==> src/rtl/isu_rc_arbiter_pkg.sv <==
// -----------------------------------------------------------------------------
// isu_rc_arbiter_pkg
//   Shared types and helpers for the ISU -> SRAM-controller request arbiter.
//   - cache_op_e          : cache operation encoding carried on the request bus
//   - is_refill()         : true for the two refill operations (priority class)
//   - arb_src_t           : source-port index wide enough for the largest arbiter
//   - ISU_RC_ARB_MAX_REQ  : upper bound on the number of requesting ports
// -----------------------------------------------------------------------------
package isu_rc_arbiter_pkg;

  localparam int ISU_RC_ARB_MAX_REQ = 8;

  typedef logic [$clog2(ISU_RC_ARB_MAX_REQ)-1:0] arb_src_t;

  typedef enum logic [2:0] {
    CACHE_OP_LOAD         = 3'd0,
    CACHE_OP_STORE        = 3'd1,
    CACHE_OP_LOAD_REFILL  = 3'd2,
    CACHE_OP_STORE_REFILL = 3'd3,
    CACHE_OP_WRITEBACK    = 3'd4,
    CACHE_OP_INVALIDATE   = 3'd5,
    CACHE_OP_FLUSH        = 3'd6,
    CACHE_OP_NOP          = 3'd7
  } cache_op_e;

  function automatic logic is_refill(input cache_op_e op);
    return (op == CACHE_OP_LOAD_REFILL) || (op == CACHE_OP_STORE_REFILL);
  endfunction

endpackage

==> src/rtl/isu_rc_arbiter_if.sv <==
// -----------------------------------------------------------------------------
// isu_rc_arbiter_if
//   Bundles the NUM_REQ-wide issue-port request side and the single SRAM
//   controller request side of the arbiter.
//   modport slave  : the arbiter (consumes req_*, drives req_ready and d_rc_*)
//   modport master : the environment (issue ports + SRAM controller)
//   Signals:
//     req_valid / req_ready          per-port handshake
//     req_channel_1hot_id, req_rob_id, req_op, req_set, req_way,
//     req_wbuf_id, req_refill_data   per-port request payload
//     d_rc_valid / d_rc_ready        controller handshake
//     d_rc_src_id                    winning port (response routing)
//     d_rc_*                         registered copy of the winning payload
//     arb_busy                       any request pending or output valid
// -----------------------------------------------------------------------------
interface isu_rc_arbiter_if #(
  parameter int  NUM_REQ         = 4,
  parameter type setWidth_t      = logic,
  parameter type wayIndexWidth_t = logic,
  parameter type wbufWidth_t     = logic,
  parameter type robWidth_t      = logic
);
  import isu_rc_arbiter_pkg::*;

  localparam int IDX_W = $clog2(NUM_REQ);

  // request side
  logic [NUM_REQ-1:0] req_valid;
  logic [NUM_REQ-1:0] req_ready;
  logic [2:0]         req_channel_1hot_id [NUM_REQ];
  robWidth_t          req_rob_id          [NUM_REQ];
  cache_op_e          req_op              [NUM_REQ];
  setWidth_t          req_set             [NUM_REQ];
  wayIndexWidth_t     req_way             [NUM_REQ];
  wbufWidth_t         req_wbuf_id         [NUM_REQ];
  logic [127:0]       req_refill_data     [NUM_REQ];

  // controller side
  logic               d_rc_valid;
  logic               d_rc_ready;
  logic [IDX_W-1:0]   d_rc_src_id;
  logic [2:0]         d_rc_channel_1hot_id;
  robWidth_t          d_rc_rob_id;
  cache_op_e          d_rc_op;
  setWidth_t          d_rc_set;
  wayIndexWidth_t     d_rc_way;
  wbufWidth_t         d_rc_wbuf_id;
  logic [127:0]       d_rc_refill_data;

  logic               arb_busy;

  modport slave (
    input  req_valid, req_channel_1hot_id, req_rob_id, req_op, req_set,
           req_way, req_wbuf_id, req_refill_data, d_rc_ready,
    output req_ready, d_rc_valid, d_rc_src_id, d_rc_channel_1hot_id,
           d_rc_rob_id, d_rc_op, d_rc_set, d_rc_way, d_rc_wbuf_id,
           d_rc_refill_data, arb_busy
  );

  modport master (
    output req_valid, req_channel_1hot_id, req_rob_id, req_op, req_set,
           req_way, req_wbuf_id, req_refill_data, d_rc_ready,
    input  req_ready, d_rc_valid, d_rc_src_id, d_rc_channel_1hot_id,
           d_rc_rob_id, d_rc_op, d_rc_set, d_rc_way, d_rc_wbuf_id,
           d_rc_refill_data, arb_busy
  );

endinterface

==> src/rtl/isu_rc_arbiter_rr_pick.sv <==
// -----------------------------------------------------------------------------
// isu_rc_arbiter_rr_pick
//   Combinational round-robin picker: returns the first set bit of vec_i at an
//   index >= ptr_i, wrapping around to index 0 if none is found above ptr_i.
//   Ports:
//     vec_i    in  N        candidate vector
//     ptr_i    in  clog2(N) round-robin start position
//     any_o    out 1        vec_i has at least one bit set
//     idx_o    out clog2(N) index of the chosen bit (0 when any_o=0)
//     onehot_o out N        one-hot of the chosen bit (0 when any_o=0)
// -----------------------------------------------------------------------------
module isu_rc_arbiter_rr_pick #(
  parameter int N = 4
) (
  input  logic [N-1:0]         vec_i,
  input  logic [$clog2(N)-1:0] ptr_i,
  output logic                 any_o,
  output logic [$clog2(N)-1:0] idx_o,
  output logic [N-1:0]         onehot_o
);
  localparam int W = $clog2(N);

  // Candidates at or above the pointer get first pick.
  logic [N-1:0] hi_vec;

  for (genvar gi = 0; gi < N; gi++) begin : g_hi
    assign hi_vec[gi] = vec_i[gi] & (W'(gi) >= ptr_i);
  end

  always_comb begin
    any_o    = |vec_i;
    idx_o    = '0;
    onehot_o = '0;
    // Scanning downward leaves the lowest index; the masked pass runs second
    // so an upper-half hit overrides the wrapped lowest bit.
    for (int k = N - 1; k >= 0; k--) begin
      if (vec_i[k]) idx_o = W'(k);
    end
    for (int k = N - 1; k >= 0; k--) begin
      if (hi_vec[k]) idx_o = W'(k);
    end
    if (any_o) onehot_o[idx_o] = 1'b1;
  end

endmodule

==> src/rtl/isu_rc_arbiter.sv <==
// -----------------------------------------------------------------------------
// isu_rc_arbiter
//   Shares the single SRAM controller request port among NUM_REQ issue ports.
//   Two round-robin classes: refill ops win over the rest, but after
//   STARVE_LIMIT consecutive refill grants with a non-refill request waiting,
//   the non-refill class is served once. One registered output stage gives a
//   1-cycle latency and full throughput while d_rc_ready stays high.
//   Ports:
//     clk                 in   clock
//     rst                 in   asynchronous reset, active-high
//     bus_if (slave)      request side + controller side, see isu_rc_arbiter_if
//     perf_grant_cnt_o    out  32b per port, accepts per port (wrapping)
//     perf_stall_cnt_o    out  32b, cycles with d_rc_valid & ~d_rc_ready
//   The two perf ports exist only when ISU_RC_ARB_PERF_CNT_EN is defined;
//   arbitration is identical either way.
// -----------------------------------------------------------------------------
module isu_rc_arbiter #(
  parameter int  NUM_REQ         = 4,
  parameter int  STARVE_LIMIT    = 8,
  parameter type setWidth_t      = logic,
  parameter type wayIndexWidth_t = logic,
  parameter type wbufWidth_t     = logic,
  parameter type robWidth_t      = logic
) (
  input  logic                clk,
  input  logic                rst,
`ifdef ISU_RC_ARB_PERF_CNT_EN
  output logic [31:0]         perf_grant_cnt_o [NUM_REQ],
  output logic [31:0]         perf_stall_cnt_o,
`endif
  isu_rc_arbiter_if.slave     bus_if
);
  import isu_rc_arbiter_pkg::*;

  localparam int         IDX_W      = $clog2(NUM_REQ);
  localparam logic [7:0] STARVE_MAX = 8'(STARVE_LIMIT);

  typedef struct packed {
    logic [2:0]       channel;
    robWidth_t        rob_id;
    cache_op_e        op;
    setWidth_t        set;
    wayIndexWidth_t   way;
    wbufWidth_t       wbuf_id;
    logic [127:0]     refill_data;
    logic [IDX_W-1:0] src_id;
  } rc_beat_t;

  // state
  rc_beat_t         beat_q, beat_d;
  logic             valid_q, valid_d;
  logic [IDX_W-1:0] ptr_rf_q, ptr_rf_d;
  logic [IDX_W-1:0] ptr_nr_q, ptr_nr_d;
  logic [7:0]       starve_cnt_q, starve_cnt_d;

  // arbitration
  logic [NUM_REQ-1:0] rf_vec, nr_vec, rf_1hot, nr_1hot, req_ready_w;
  logic               rf_any, nr_any, use_rf, win_any, adv, accept;
  logic [IDX_W-1:0]   rf_idx, nr_idx, win_idx;
  rc_beat_t           win_beat;

  function automatic logic [IDX_W-1:0] next_ptr(input logic [IDX_W-1:0] p);
    return (p == IDX_W'(NUM_REQ - 1)) ? '0 : p + 1'b1;
  endfunction

  for (genvar gi = 0; gi < NUM_REQ; gi++) begin : g_class
    assign rf_vec[gi] = bus_if.req_valid[gi] & is_refill(bus_if.req_op[gi]);
  end
  assign nr_vec = bus_if.req_valid & ~rf_vec;

  isu_rc_arbiter_rr_pick #(.N(NUM_REQ)) u_pick_rf (
    .vec_i    (rf_vec),
    .ptr_i    (ptr_rf_q),
    .any_o    (rf_any),
    .idx_o    (rf_idx),
    .onehot_o (rf_1hot)
  );

  isu_rc_arbiter_rr_pick #(.N(NUM_REQ)) u_pick_nr (
    .vec_i    (nr_vec),
    .ptr_i    (ptr_nr_q),
    .any_o    (nr_any),
    .idx_o    (nr_idx),
    .onehot_o (nr_1hot)
  );

  always_comb begin
    adv     = ~valid_q | bus_if.d_rc_ready;
    // Refill wins unless a non-refill request has waited through the limit.
    use_rf  = rf_any & (~nr_any | (starve_cnt_q < STARVE_MAX));
    win_any = use_rf ? rf_any : nr_any;
    win_idx = use_rf ? rf_idx : nr_idx;
    // No grant while reset is held, so nothing is accepted and then dropped.
    accept  = adv & win_any & ~rst;
    req_ready_w = '0;
    if (accept) req_ready_w = use_rf ? rf_1hot : nr_1hot;

    win_beat.channel     = bus_if.req_channel_1hot_id[win_idx];
    win_beat.rob_id      = bus_if.req_rob_id[win_idx];
    win_beat.op          = bus_if.req_op[win_idx];
    win_beat.set         = bus_if.req_set[win_idx];
    win_beat.way         = bus_if.req_way[win_idx];
    win_beat.wbuf_id     = bus_if.req_wbuf_id[win_idx];
    win_beat.refill_data = bus_if.req_refill_data[win_idx];
    win_beat.src_id      = win_idx;
  end

  always_comb begin
    beat_d       = beat_q;
    valid_d      = valid_q;
    ptr_rf_d     = ptr_rf_q;
    ptr_nr_d     = ptr_nr_q;
    starve_cnt_d = starve_cnt_q;

    if (accept) begin
      beat_d  = win_beat;
      valid_d = 1'b1;
      if (use_rf) ptr_rf_d = next_ptr(win_idx);
      else        ptr_nr_d = next_ptr(win_idx);
    end else if (adv) begin
      // Output drained with nothing new: drop valid, keep data for debug.
      valid_d = 1'b0;
    end

    if (!nr_any) begin
      starve_cnt_d = '0;
    end else if (accept) begin
      if (!use_rf)                          starve_cnt_d = '0;
      else if (starve_cnt_q != STARVE_MAX)  starve_cnt_d = starve_cnt_q + 8'd1;
    end
  end

  always_ff @(posedge clk or posedge rst) begin
    if (rst) begin
      beat_q       <= '0;
      valid_q      <= 1'b0;
      ptr_rf_q     <= '0;
      ptr_nr_q     <= '0;
      starve_cnt_q <= '0;
    end else begin
      beat_q       <= beat_d;
      valid_q      <= valid_d;
      ptr_rf_q     <= ptr_rf_d;
      ptr_nr_q     <= ptr_nr_d;
      starve_cnt_q <= starve_cnt_d;
    end
  end

  assign bus_if.req_ready            = req_ready_w;
  assign bus_if.d_rc_valid           = valid_q;
  assign bus_if.d_rc_src_id          = beat_q.src_id;
  assign bus_if.d_rc_channel_1hot_id = beat_q.channel;
  assign bus_if.d_rc_rob_id          = beat_q.rob_id;
  assign bus_if.d_rc_op              = beat_q.op;
  assign bus_if.d_rc_set             = beat_q.set;
  assign bus_if.d_rc_way             = beat_q.way;
  assign bus_if.d_rc_wbuf_id         = beat_q.wbuf_id;
  assign bus_if.d_rc_refill_data     = beat_q.refill_data;
  assign bus_if.arb_busy             = (|bus_if.req_valid) | valid_q;

`ifdef ISU_RC_ARB_PERF_CNT_EN
  logic [31:0] stall_cnt_q;

  for (genvar gi = 0; gi < NUM_REQ; gi++) begin : g_perf
    logic [31:0] grant_cnt_q;
    always_ff @(posedge clk or posedge rst) begin
      if (rst)                  grant_cnt_q <= '0;
      else if (req_ready_w[gi]) grant_cnt_q <= grant_cnt_q + 32'd1;
    end
    assign perf_grant_cnt_o[gi] = grant_cnt_q;
  end

  always_ff @(posedge clk or posedge rst) begin
    if (rst)                                 stall_cnt_q <= '0;
    else if (valid_q & ~bus_if.d_rc_ready)   stall_cnt_q <= stall_cnt_q + 32'd1;
  end
  assign perf_stall_cnt_o = stall_cnt_q;
`endif

endmodule

==> src/flat_wrapper.sv <==
// flat-port wrapper written by rule: the top's interface ports become plain ports
module isu_rc_arbiter_flat import isu_rc_arbiter_pkg::*;
#(
  parameter int  NUM_REQ         = 4,
  parameter int  STARVE_LIMIT    = 8,
  parameter type setWidth_t      = logic,
  parameter type wayIndexWidth_t = logic,
  parameter type wbufWidth_t     = logic,
  parameter type robWidth_t      = logic
)
  (clk, rst, bus_if_req_valid, bus_if_req_channel_1hot_id, bus_if_req_rob_id, bus_if_req_op, bus_if_req_set, bus_if_req_way, bus_if_req_wbuf_id, bus_if_req_refill_data, bus_if_d_rc_ready, bus_if_req_ready, bus_if_d_rc_valid, bus_if_d_rc_src_id, bus_if_d_rc_channel_1hot_id, bus_if_d_rc_rob_id, bus_if_d_rc_op, bus_if_d_rc_set, bus_if_d_rc_way, bus_if_d_rc_wbuf_id, bus_if_d_rc_refill_data, bus_if_arb_busy);
  isu_rc_arbiter_if #(.NUM_REQ(NUM_REQ), .setWidth_t(setWidth_t), .wayIndexWidth_t(wayIndexWidth_t), .wbufWidth_t(wbufWidth_t), .robWidth_t(robWidth_t)) bus_if_i ();
  input  logic clk;
  input  logic rst;
  input wire logic [$bits(bus_if_i.req_valid)-1:0] bus_if_req_valid;
  input wire logic [$bits(bus_if_i.req_channel_1hot_id)-1:0] bus_if_req_channel_1hot_id;
  input wire logic [$bits(bus_if_i.req_rob_id)-1:0] bus_if_req_rob_id;
  input wire logic [$bits(bus_if_i.req_op)-1:0] bus_if_req_op;
  input wire logic [$bits(bus_if_i.req_set)-1:0] bus_if_req_set;
  input wire logic [$bits(bus_if_i.req_way)-1:0] bus_if_req_way;
  input wire logic [$bits(bus_if_i.req_wbuf_id)-1:0] bus_if_req_wbuf_id;
  input wire logic [$bits(bus_if_i.req_refill_data)-1:0] bus_if_req_refill_data;
  input wire logic [$bits(bus_if_i.d_rc_ready)-1:0] bus_if_d_rc_ready;
  output wire logic [$bits(bus_if_i.req_ready)-1:0] bus_if_req_ready;
  output wire logic [$bits(bus_if_i.d_rc_valid)-1:0] bus_if_d_rc_valid;
  output wire logic [$bits(bus_if_i.d_rc_src_id)-1:0] bus_if_d_rc_src_id;
  output wire logic [$bits(bus_if_i.d_rc_channel_1hot_id)-1:0] bus_if_d_rc_channel_1hot_id;
  output wire logic [$bits(bus_if_i.d_rc_rob_id)-1:0] bus_if_d_rc_rob_id;
  output wire logic [$bits(bus_if_i.d_rc_op)-1:0] bus_if_d_rc_op;
  output wire logic [$bits(bus_if_i.d_rc_set)-1:0] bus_if_d_rc_set;
  output wire logic [$bits(bus_if_i.d_rc_way)-1:0] bus_if_d_rc_way;
  output wire logic [$bits(bus_if_i.d_rc_wbuf_id)-1:0] bus_if_d_rc_wbuf_id;
  output wire logic [$bits(bus_if_i.d_rc_refill_data)-1:0] bus_if_d_rc_refill_data;
  output wire logic [$bits(bus_if_i.arb_busy)-1:0] bus_if_arb_busy;
  assign bus_if_i.req_valid = bus_if_req_valid;
  assign bus_if_i.req_channel_1hot_id = {>>{bus_if_req_channel_1hot_id}};
  assign bus_if_i.req_rob_id = {>>{bus_if_req_rob_id}};
  assign bus_if_i.req_op = {>>{bus_if_req_op}};
  assign bus_if_i.req_set = {>>{bus_if_req_set}};
  assign bus_if_i.req_way = {>>{bus_if_req_way}};
  assign bus_if_i.req_wbuf_id = {>>{bus_if_req_wbuf_id}};
  assign bus_if_i.req_refill_data = {>>{bus_if_req_refill_data}};
  assign bus_if_i.d_rc_ready = bus_if_d_rc_ready;
  assign bus_if_req_ready = bus_if_i.req_ready;
  assign bus_if_d_rc_valid = bus_if_i.d_rc_valid;
  assign bus_if_d_rc_src_id = bus_if_i.d_rc_src_id;
  assign bus_if_d_rc_channel_1hot_id = bus_if_i.d_rc_channel_1hot_id;
  assign bus_if_d_rc_rob_id = bus_if_i.d_rc_rob_id;
  assign bus_if_d_rc_op = bus_if_i.d_rc_op;
  assign bus_if_d_rc_set = bus_if_i.d_rc_set;
  assign bus_if_d_rc_way = bus_if_i.d_rc_way;
  assign bus_if_d_rc_wbuf_id = bus_if_i.d_rc_wbuf_id;
  assign bus_if_d_rc_refill_data = bus_if_i.d_rc_refill_data;
  assign bus_if_arb_busy = bus_if_i.arb_busy;
  isu_rc_arbiter #(.NUM_REQ(NUM_REQ), .STARVE_LIMIT(STARVE_LIMIT), .setWidth_t(setWidth_t), .wayIndexWidth_t(wayIndexWidth_t), .wbufWidth_t(wbufWidth_t), .robWidth_t(robWidth_t)) u_core (.clk(clk), .rst(rst), .bus_if(bus_if_i));
endmodule
==> config.mk <==
export PLATFORM = sky130hd
export DESIGN_NAME = isu_rc_arbiter_flat
export DESIGN_NICKNAME = d
export VERILOG_FILES = /design/src/rtl/isu_rc_arbiter_pkg.sv /design/src/rtl/isu_rc_arbiter_if.sv /design/src/rtl/isu_rc_arbiter_rr_pick.sv /design/src/rtl/isu_rc_arbiter.sv /design/src/flat_wrapper.sv
export SDC_FILE = /design/constraint.sdc
export NUM_CORES = 1
export LEC_CHECK = 0
export ABC_AREA = 1
export ABC_CLOCK_PERIOD_IN_PS = 13000
export BUFFER_PORTS_ARGS = -buffer_cell sky130_fd_sc_hd__buf_2
export CAP_MARGIN = 30
export CORE_AREA = 2 2 272 274
export CTS_CLUSTER_DIAMETER = 50
export CTS_CLUSTER_SIZE = 40
export DETAILED_ROUTE_END_ITERATION = 6
export DIE_AREA = 0 0 274 276
export GPL_TIMING_DRIVEN = 1
export HOLD_SLACK_MARGIN = 0.05
export PLACE_DENSITY = 0.45
export SYNTH_ARGS = -nofsm -noshare
export SYNTH_HDL_FRONTEND = slang
export SYNTH_SLANG_ARGS = --single-unit
==> constraint.sdc <==
create_clock -name clk -period 13 [get_ports clk]
set_input_delay 0.65 -clock clk [delete_from_list [all_inputs] [get_ports clk]]
set_output_delay 0.65 -clock clk [all_outputs]
set_load 0.005 [all_outputs]
==> results.json, run 1 <==
{
  "place.gp.congestion": 0.861,
  "area_growth_pct": 39.2,
  "wl_um": 54900,
  "clk_pin_slew_ps": 80,
  "worstPathRequired_ps": 13400,
  "route.vias.total": 13600,
  "first_iter_violations": 622,
  "yosys_warnings": 0,
  "io_buffers": 704,
  "wl_met3_um": 4180,
  "drive_above_1_share_pct": 37.8,
  "rsz0062_at_grt": "false",
  "grt_pass1_vias": 13200,
  "drc_errors": 0,
  "mappedNetlistArea_mm2": 0.0122,
  "fill_cells": 8425,
  "drv_slew": 0,
  "die_x_um": 274,
  "wl_per_cell_um": 16.0,
  "firstDrtPassIters": 5,
  "clockRootBuffer": "clkbuf_16",
  "clock.fmax_ghz": 0.225,
  "peakVddDrop_mv": 0.0780,
  "slew_headroom_pct": 36.4,
  "cts_tree": "yes",
  "ys_seq_area_share_pct": 31.3,
  "core_mm2": 0.0726,
  "grt-ovfl-total": 0,
  "vias_per_cell": 3.95,
  "crit_arrival_ps": 4840,
  "route.layer.met1.wl_um": 23200,
  "fin_worst_skew_ps": 13.4,
  "dieArea_mm2": 0.0756,
  "track_usage_pct": 14.1,
  "route.met2.wl_um": 26100,
  "fin_crit_ps": 4440,
  "place_area_mm2": 0.0164,
  "place_hpwl_um": 42500,
  "drv_cap": 0,
  "hold_viol": 0,
  "row_count": 99,
  "crit_path_max_fanout": 51,
  "cts_buffers": 17,
  "setup_slack_ps": 8560,
  "worst_skew_pair.late_latency_ps": 480,
  "multiInputGateArea_mm2": 0.00627,
  "grt_pass1_wl_um": 81100,
  "synth_seq_cells": 153,
  "fp.dieH_um": 276,
  "endpoint_kind": "flop",
  "initial_core_util_pct": 16.8,
  "power_density_mw_per_mm2": 147,
  "ioPinCount": 705,
  "synth_top_area_share_pct": 31.3,
  "tightestPinTransition_ps": 954,
  "avgSynthCellArea_um2": 6.64,
  "cts_resized": 0,
  "min_path_type": "in -> async",
  "period_share_pct": 34.1,
  "syn_nets": 2400,
  "seqCellArea_mm2": 0.00383,
  "critPathLaunchType": "primary input",
  "post-route-util_pct": 23.4,
  "setup_viol": 0,
  "clock_path_buffers": 2,
  "drtAntennaViolNets": 0,
  "post-place-ws_ps": 7980,
  "top_layer": "met5",
  "clkSinkCount": 153,
  "antenna_found_initial": 16,
  "synth_top_area_cell": "dfrtp_1",
  "post_cts_buffers": 0,
  "nets": 3023,
  "setup_tns_ps": 0,
  "status": "complete, no violations",
  "syn_inst": 1838,
  "htree_levels": 4,
  "hold_buffers": 0,
  "fin_area_mm2": 0.0170,
  "grt_max_degree": 117,
  "p_leak_nw": 9.97,
  "yosysUniqueCellTypes": 33,
  "synth_area_leaders": "dfrtp_1 (31%), nand2_1 (17%), nand3_1 (15%)",
  "criticalPathCategory": "in -> reg"
}
-- per-layer routing --
| metal | vias up | GRT usage (%) |
|---|---|---|
| li1 | 6904 | - |
| met1 | 6076 | 17.0 |
| met2 | 517 | 23.9 |
| met3 | 64 | 3.96 |
| met4 | 10 | 4.88 |
| met5 | - | 0 |
-- worst max-delay path, cell delays in order --
cell	delay (ps)
buf_2	150
inv_1	170
nand2_1	90
nand2_2	80
nand2_1	100
nor2_4	190
nor2_4	70
nor2_8	100
nand2_2	80
nand2_4	440
inv_4	360
nor2_8	500
buf_4	580
buf_4	780
o211ai_2	160
nand3_1	110
-- Yosys cell counts (all sizes together) --
cell    number
a211oi       1
a21oi        7
buf         82
clkbuf      34
dfrtp      153
ha           3
inv        380
nand2      572
nand3      370
nand4        1
nor2        24
o211ai     100
o21ai        7
o21bai       1
o22ai        2
o31ai        1
or2         99
xnor2        1
-- through the flow --
stage / hold WS, ps / power, W / instances
finish: 189 / 0.00249 / 3436
global route: 174 / 0.00271 / 3435
CTS: 171 / 0.00255 / 3432
detailed placement: 463 / 0.00197 / 3401
global placement: 463 / 0.00198 / 3401
floorplan: 460 / 0.00147 / 1838
-- sequential cells by signal, summed over array words and instances (netlist names) --
name / count
u_core.starve_cnt_q: 8
u_core.ptr_nr_q: 2
u_core.bus_if.d_rc_refill_data: 128
u_core.bus_if.d_rc_set: 1
u_core.bus_if.d_rc_src_id: 2
u_core.bus_if.d_rc_op: 3
u_core.bus_if.d_rc_way: 1
u_core.bus_if.d_rc_wbuf_id: 1
u_core.bus_if.d_rc_channel_1hot_id: 3
u_core.ptr_rf_q: 2
u_core.bus_if.d_rc_valid: 1
u_core.bus_if.d_rc_rob_id: 1
-- cell type report --
cell class                 instances  area share [%]
clock buffer                      18            2.58
sequential                       153            22.5
inverter                         380            8.45
multi-input combinational       1189            36.9
clock inverter                    13            1.00
antenna                            4          0.0589
timing repair buffer             720            21.4
tap                              959            7.06
-- cell families after synthesis --
kind of cell / share of synthesized area, %
compound gates: 11.2
xor+xnor: 0.0717
fa+ha+maj: 0.307
buf+inv: 17.5
flops: 31.3
simple gates: 39.6
-- path summary, 6_finish.rpt --
| kind | start | endpoint | slack [ps] | cells after the start |
|---|---|---|---|---|
| worst max-delay path | bus_if_req_op[2] | u_core.bus_if.d_rc_refill_data[22] | 8560 | 16 |
| min in group clk | bus_if_req_refill_data[17] | u_core.bus_if.d_rc_refill_data[17] | 430 | 3 |
| worst max register to register | u_core.starve_cnt_q[7] | u_core.bus_if.d_rc_refill_data[22] | 8740 | 13 |
| worst min-delay path | rst | u_core.bus_if.d_rc_refill_data[55] | 190 | 2 |
| max in group asynchronous | rst | u_core.bus_if.d_rc_refill_data[39] | 11540 | 3 |
| worst min register to register | u_core.bus_if.d_rc_channel_1hot_id[0] | u_core.bus_if.d_rc_channel_1hot_id[0] | 480 | 2 |
-- report_power, final --
part | total, W | switching, W | internal, W | leakage, nW
Clock | 0.000553 | 0.000245 | 0.000308 | 0.289
Combinational | 0.00115 | 0.000708 | 0.000441 | 7.80
Sequential | 0.000788 | 0.000117 | 0.000671 | 1.88
Total | 0.00249 | 0.00107 | 0.00142 | 9.97
-- cell usage in the layout (no fill, tap or decap), types with 2 or more instances in the layout --
cell type,n
nand3_2,2
o211ai_2,100
or2_0,20
or2_2,58
inv_2,4
clkinv_4,4
nor2_1,17
buf_2,704
inv_6,2
or2_1,21
a21oi_1,7
clkinvlp_4,3
o22ai_1,2
inv_1,374
nor2_8,3
o21ai_0,7
diode_2,4
nand3_1,367
nand2_2,8
nand2_1,562
nor2_4,3
clkbuf_16,17
bufinv_16,3
dfrtp_1,153
buf_4,16
ha_1,3
Note: power is estimated with default switching activity, not from simulation.
==> run 2, diff against run 1 <==
--- a/config.mk
+++ b/config.mk
@@ -6,7 +6,7 @@
 export NUM_CORES = 1
 export LEC_CHECK = 0
 export ABC_AREA = 1
-export ABC_CLOCK_PERIOD_IN_PS = 13000
+export ABC_CLOCK_PERIOD_IN_PS = 3800
 export BUFFER_PORTS_ARGS = -buffer_cell sky130_fd_sc_hd__buf_2
 export CAP_MARGIN = 30
 export CORE_AREA = 2 2 272 274
@@ -16,7 +16,7 @@
 export DIE_AREA = 0 0 274 276
 export GPL_TIMING_DRIVEN = 1
 export HOLD_SLACK_MARGIN = 0.05
-export PLACE_DENSITY = 0.45
+export PLACE_DENSITY = 0.46
 export SYNTH_ARGS = -nofsm -noshare
 export SYNTH_HDL_FRONTEND = slang
 export SYNTH_SLANG_ARGS = --single-unit
==> constraint.sdc (replaced) <==
create_clock -name clk -period 3.8 [get_ports clk]
set_input_delay 0.19 -clock clk [delete_from_list [all_inputs] [get_ports clk]]
set_output_delay 0.19 -clock clk [all_outputs]
set_load 0.005 [all_outputs]
==> results.json, run 2 (synthesis results as in run 1) <==
{
  "status": "complete, no violations",
  "critical_path.max_stage_delay_ps": 560,
  "grt_pass1_wl_um": 85800,
  "drv_cap": 0,
  "initial_core_util_pct": 16.8,
  "power_density_mw_per_mm2": 473,
  "clkSinkCount": 153,
  "grt-ovfl-total": 0,
  "endpoint_kind": "flop",
  "switching_share_pct": 41.1,
  "nets": 3315,
  "antenna_found_initial": 17,
  "wl_um": 58400,
  "place.gp.congestion": 0.848,
  "grt_pass1_vias": 15000,
  "vias_per_cell": 3.98,
  "cp_cell_sequence": "dlygate4sd3_1 > buf_2 > nand2_1 > nand2_2 > nand2_1 > nor2_4 > nor2_4 > nor2_8 > nand2_2 > nand2_8 > buf_12 > buf_4 > nand2_1 > o211ai_2 > dlygate4sd3_1 > nand3_1 > dlygate4sd3_1",
  "drive_above_1_share_pct": 34.4,
  "htree_levels": 4,
  "die_x_um": 274,
  "area_growth_pct": 63.6,
  "route.vias.total": 14800,
  "hold_viol": 0,
  "multiInputGateArea_mm2": 0.00628,
  "fin_crit_ps": 3570,
  "crit_arrival_ps": 3950,
  "cts_buffers": 17,
  "period_share_pct": 94.1,
  "row_count": 99,
  "place_area_mm2": 0.0166,
  "firstDrtPassIters": 5,
  "setup_tns_ps": 0,
  "clockRootBuffer": "clkbuf_16",
  "tightestPinTransition_ps": 854,
  "final_cell_mix": "buf_2 (704), nand2_1 (562), inv_1 (374), nand3_1 (367), dlygate4sd3_1 (277)",
  "dieArea_mm2": 0.0756,
  "pwr-share-clk_pct": 19.7,
  "p_leak_nw": 11.1,
  "cts_resized": 0,
  "rsz0062_at_grt": "false",
  "fill_cells": 8130,
  "power.switching_w": 0.00388,
  "first_iter_violations": 645,
  "criticalPathCategory": "in -> reg",
  "worstPathRequired_ps": 4180,
  "fin_area_mm2": 0.0200,
  "seq_power_share_pct": 28.3,
  "worst_skew_pair.late_latency_ps": 490,
  "seqCellArea_mm2": 0.00383,
  "fin_worst_skew_ps": 26.2,
  "final_common_cell": "buf_2",
  "core_mm2": 0.0726,
  "drv_slew": 0,
  "peakVddDrop_mv": 0.307,
  "pwr-share-comb_pct": 51.9,
  "drc_errors": 0,
  "post_cts_buffers": 0,
  "drtAntennaViolNets": 0,
  "largest_reg_flops": 128,
  "grt_max_degree": 100,
  "clk_pin_slew_ps": 80,
  "cts_tree": "yes",
  "place_hpwl_um": 43600,
  "p_int_w": 0.00557,
  "clock.fmax_ghz": 0.280,
  "min_path_type": "in -> reg",
  "wl_per_cell_um": 15.6,
  "fp.dieH_um": 276,
  "io_buffers": 704,
  "clock_path_buffers": 2,
  "critPathSlowestCell": "dlygate4sd3_1",
  "slew_headroom_pct": 43.1,
  "ioPinCount": 705,
  "track_usage_pct": 14.8,
  "crit_path_max_fanout": 94,
  "critPathLaunchType": "primary input",
  "setup_viol": 0
}
run 2: layout make-up:
class / count / area share (%)
clock buffers: 18 / 2.15
diodes: 9 / 0.113
flip-flops and latches: 153 / 19.2
well taps: 959 / 6.01
clock inverters: 14 / 0.877
inverters: 380 / 7.17
repair buffers: 1011 / 33.1
multi-input cells: 1190 / 31.4
run 2: stage by stage:
stage | std cells | hold slack, ps | utilization (%) | worst slack [ps] | total power (W)
global placement | 3415 | 453 | 22.8 | 1090 | 0.00684
global route | 3732 | 73.0 | 27.5 | 57.1 | 0.0102
floorplan | 1838 | 348 | - | 38.9 | 0.00502
CTS | 3724 | 50.5 | 27.5 | 174 | 0.00959
detailed placement | 3415 | 456 | 22.8 | 1090 | 0.00685
finish | 3734 | 99.5 | 27.5 | 226 | 0.00945
run 2: worst paths after layout:
kind                                                     from                                   to  slack (ps)  cells after the start
max                                          bus_if_req_op[1]   u_core.bus_if.d_rc_refill_data[80]         230                     17
min                               bus_if_req_refill_data[278]   u_core.bus_if.d_rc_refill_data[22]         100                      4
max reg2reg                            u_core.starve_cnt_q[7]   u_core.bus_if.d_rc_refill_data[80]         270                     14
min reg2reg                u_core.bus_if.d_rc_refill_data[10]   u_core.bus_if.d_rc_refill_data[10]         480                      2
max in group asynchronous                                 rst             u_core.bus_if.d_rc_op[2]        1860                      5
min in group asynchronous                                 rst  u_core.bus_if.d_rc_refill_data[124]         650                      4
run 2: worst max-delay path: cells and delay by family:
kind	cells	cell delay (ps)
buf+inv	6	2420
simple gates	10	1170
compound gates	1	70
run 2: power groups by stage:
stage	sequential, W	combinational, W	clock, W
detailed placement	0.00269	0.00416	0
global route	0.00277	0.00547	0.00201
global placement	0.00269	0.00416	0
floorplan	0.00272	0.00229	0
CTS	0.00268	0.00496	0.00195
finish	0.00268	0.00491	0.00186
run 2: what timing repair did:
action                                 in CTS  in global routing
setup endpoints to repair                   0                  2
endpoints found under the hold margin     131                  0
hold buffers                              277                  0
run 2: per-layer routing:
layer  track usage, %  vias up  share of wire (%)
met5                0        -               0.15
met4             4.85       16                2.4
met3             4.89       65                8.0
met2             26.2      524                 49
met1             16.6     6740                 40
li1                 -     7500                  -
==> run 3, diff against run 2 <==
--- a/config.mk
+++ b/config.mk
@@ -17,6 +17,7 @@
 export GPL_TIMING_DRIVEN = 1
 export HOLD_SLACK_MARGIN = 0.05
 export PLACE_DENSITY = 0.46
+export RECOVER_POWER = 100
 export SYNTH_ARGS = -nofsm -noshare
 export SYNTH_HDL_FRONTEND = slang
 export SYNTH_SLANG_ARGS = --single-unit
==> results.json, run 3 (synthesis results as in run 1) <==
{
  "status": "complete, no violations",
  "instances_no_fill": 3734,
  "worstHoldPathCells": 4,
  "fin_worst_skew_ps": 25.1,
  "critPathTopFamily": "buffers and inverters",
  "power_density_mw_per_mm2": 475,
  "tightestPinTransition_ps": 1480,
  "place.gp.congestion": 0.848,
  "cp.depth": 16,
  "hold_start": "bus_if_req_refill_data[371]",
  "crit_arrival_ps": 3950,
  "drv_slew": 0,
  "initial_core_util_pct": 16.8,
  "worstRegToRegCells": 14,
  "peakVddDrop_mv": 0.305,
  "critical_path.max_stage_delay_ps": 580,
  "worstPathRequired_ps": 4170,
  "route.vias.total": 14900,
  "clk_pin_slew_ps": 80,
  "final_common_cell": "buf_2",
  "ioPinCount": 705,
  "fin_crit_ps": 3580,
  "dp_cells": 3415,
  "grt_pass1_vias": 15000,
  "wl_per_cell_um": 15.7,
  "grt_pass1_wl_um": 85800,
  "drc_errors": 0,
  "grt-ovfl-total": 0,
  "critPathSlowestCell": "dlygate4sd3_1",
  "core_mm2": 0.0726,
  "cts_buffers": 17,
  "reg2reg_slack_ps": 330,
  "criticalPathCategory": "in -> reg",
  "post-route-util_pct": 26.7,
  "place_hpwl_um": 43600,
  "fill_cells": 8252,
  "antenna_found_initial": 17,
  "crit_top_cell": "nand2_1",
  "wl_um": 58600,
  "clock_path_buffers": 2,
  "r2r_start": "u_core.starve_cnt_q[7]",
  "firstDrtPassIters": 5,
  "min_path_type": "in -> reg",
  "period_share_pct": 94.3,
  "slew_headroom_pct": 1.32,
  "track_usage_pct": 14.8,
  "setup_tns_ps": 0,
  "final_cell_mix": "buf_2 (579), nand2_1 (566), inv_1 (374), nand3_1 (368), dlygate4sd3_1 (277)",
  "io_buffers": 704,
  "cp_cell_sequence": "dlygate4sd3_1 > buf_2 > nand2_1 > nand2_1 > nand2_1 > nor2_4 > o21bai_4 > nand2_1 > nand2_8 > buf_12 > buf_4 > nand2_1 > o211ai_1 > dlygate4sd3_1 > nand3_1 > dlygate4sd3_1",
  "fp.dieH_um": 276,
  "cts_tree": "yes",
  "endpoint_kind": "flop",
  "area_growth_pct": 58.9,
  "largest_reg_flops": 128,
  "crit_path_max_fanout": 94,
  "place_area_mm2": 0.0166,
  "fin_area_mm2": 0.0194,
  "p_leak_nw": 10.5,
  "worst_skew_pair.late_latency_ps": 480,
  "drv_cap": 0,
  "hold_viol": 0,
  "vias_per_cell": 3.99,
  "clock.fmax_ghz": 0.279,
  "first_iter_violations": 611,
  "r2r_end": "u_core.bus_if.d_rc_refill_data[80]",
  "htree_levels": 4,
  "holdWs_ps": 93.7,
  "grt_max_degree": 100,
  "cts_resized": 0,
  "setup_viol": 0,
  "die_x_um": 274,
  "nets": 3315,
  "clockRootBuffer": "clkbuf_16",
  "critPathLaunchType": "primary input",
  "hold_path_end": "u_core.bus_if.d_rc_refill_data[115]",
  "row_count": 99,
  "clkSinkCount": 153,
  "dieArea_mm2": 0.0756,
  "drtAntennaViolNets": 0,
  "drive_above_1_share_pct": 27.0,
  "path_buf_inv": 6,
  "rsz0062_at_grt": "false"
}
## run 3: per-layer routing
layer,global-route usage (%),wire length [µm],up-vias
li1,-,-,7511
met1,16.6,23900,6785
met2,26.2,28700,532
met3,4.89,4650,67
met4,4.85,1380,16
met5,0,102,-
## run 3: timing repair
item,CTS,global route
hold buffers,277,0
endpoints found under the setup margin,0,2
endpoints found under the hold margin,131,0
setup buffers,0,0
## run 3: where the power goes
group          total, W  leakage [nW]  switching [W]  internal (W)
Clock           0.00186         0.298       0.000859      0.000998
Sequential      0.00270          1.88       0.000400       0.00230
Combinational   0.00465          8.36        0.00256       0.00210
## run 3: worst max path at each step
| stage | startpoint | endpoint | slack [ps] |
|---|---|---|---|
| detailed placement | bus_if_req_op[11] | u_core.starve_cnt_q[3] | 1090 |
| global route | bus_if_req_op[1] | u_core.bus_if.d_rc_refill_data[80] | 60 |
| global placement | bus_if_req_op[11] | u_core.starve_cnt_q[3] | 1090 |
| floorplan | rst | u_core.bus_if.d_rc_channel_1hot_id[1] | 40 |
| finish | bus_if_req_op[1] | u_core.bus_if.d_rc_refill_data[80] | 220 |
| CTS | u_core.starve_cnt_q[7] | u_core.bus_if.d_rc_refill_data[11] | 170 |
## run 3: area by class of cell
type	instances	area [µm²]	share of cell area (%)
antenna	9	22.5	0.116
tap	959	1200	6.18
timing repair buffer	1011	6430	33.1
inverter	380	1430	7.37
sequential	153	3830	19.7
clock inverter	14	175	0.903
clock buffer	18	429	2.21
multi-input combinational	1190	5890	30.3
## run 3: worst register-to-register path, stage by stage, from the launching register on
cell	delay [ps]
dfrtp_1	380
nor2_1	100
nand3_1	90
nor2_2	230
nor2_4	90
nor2_8	100
nand2_2	120
nand2_8	260
buf_12	370
buf_4	270
nand2_1	70
o211ai_1	110
dlygate4sd3_1	580
nand3_1	60
dlygate4sd3_1	550
## run 3: through the flow
step	power, W	worst slack (ps)
final	0.00921	218
after global routing	0.0100	60.6
after CTS	0.00959	174
after detailed placement	0.00685	1090
after global placement	0.00684	1090
after floorplan	0.00502	38.9
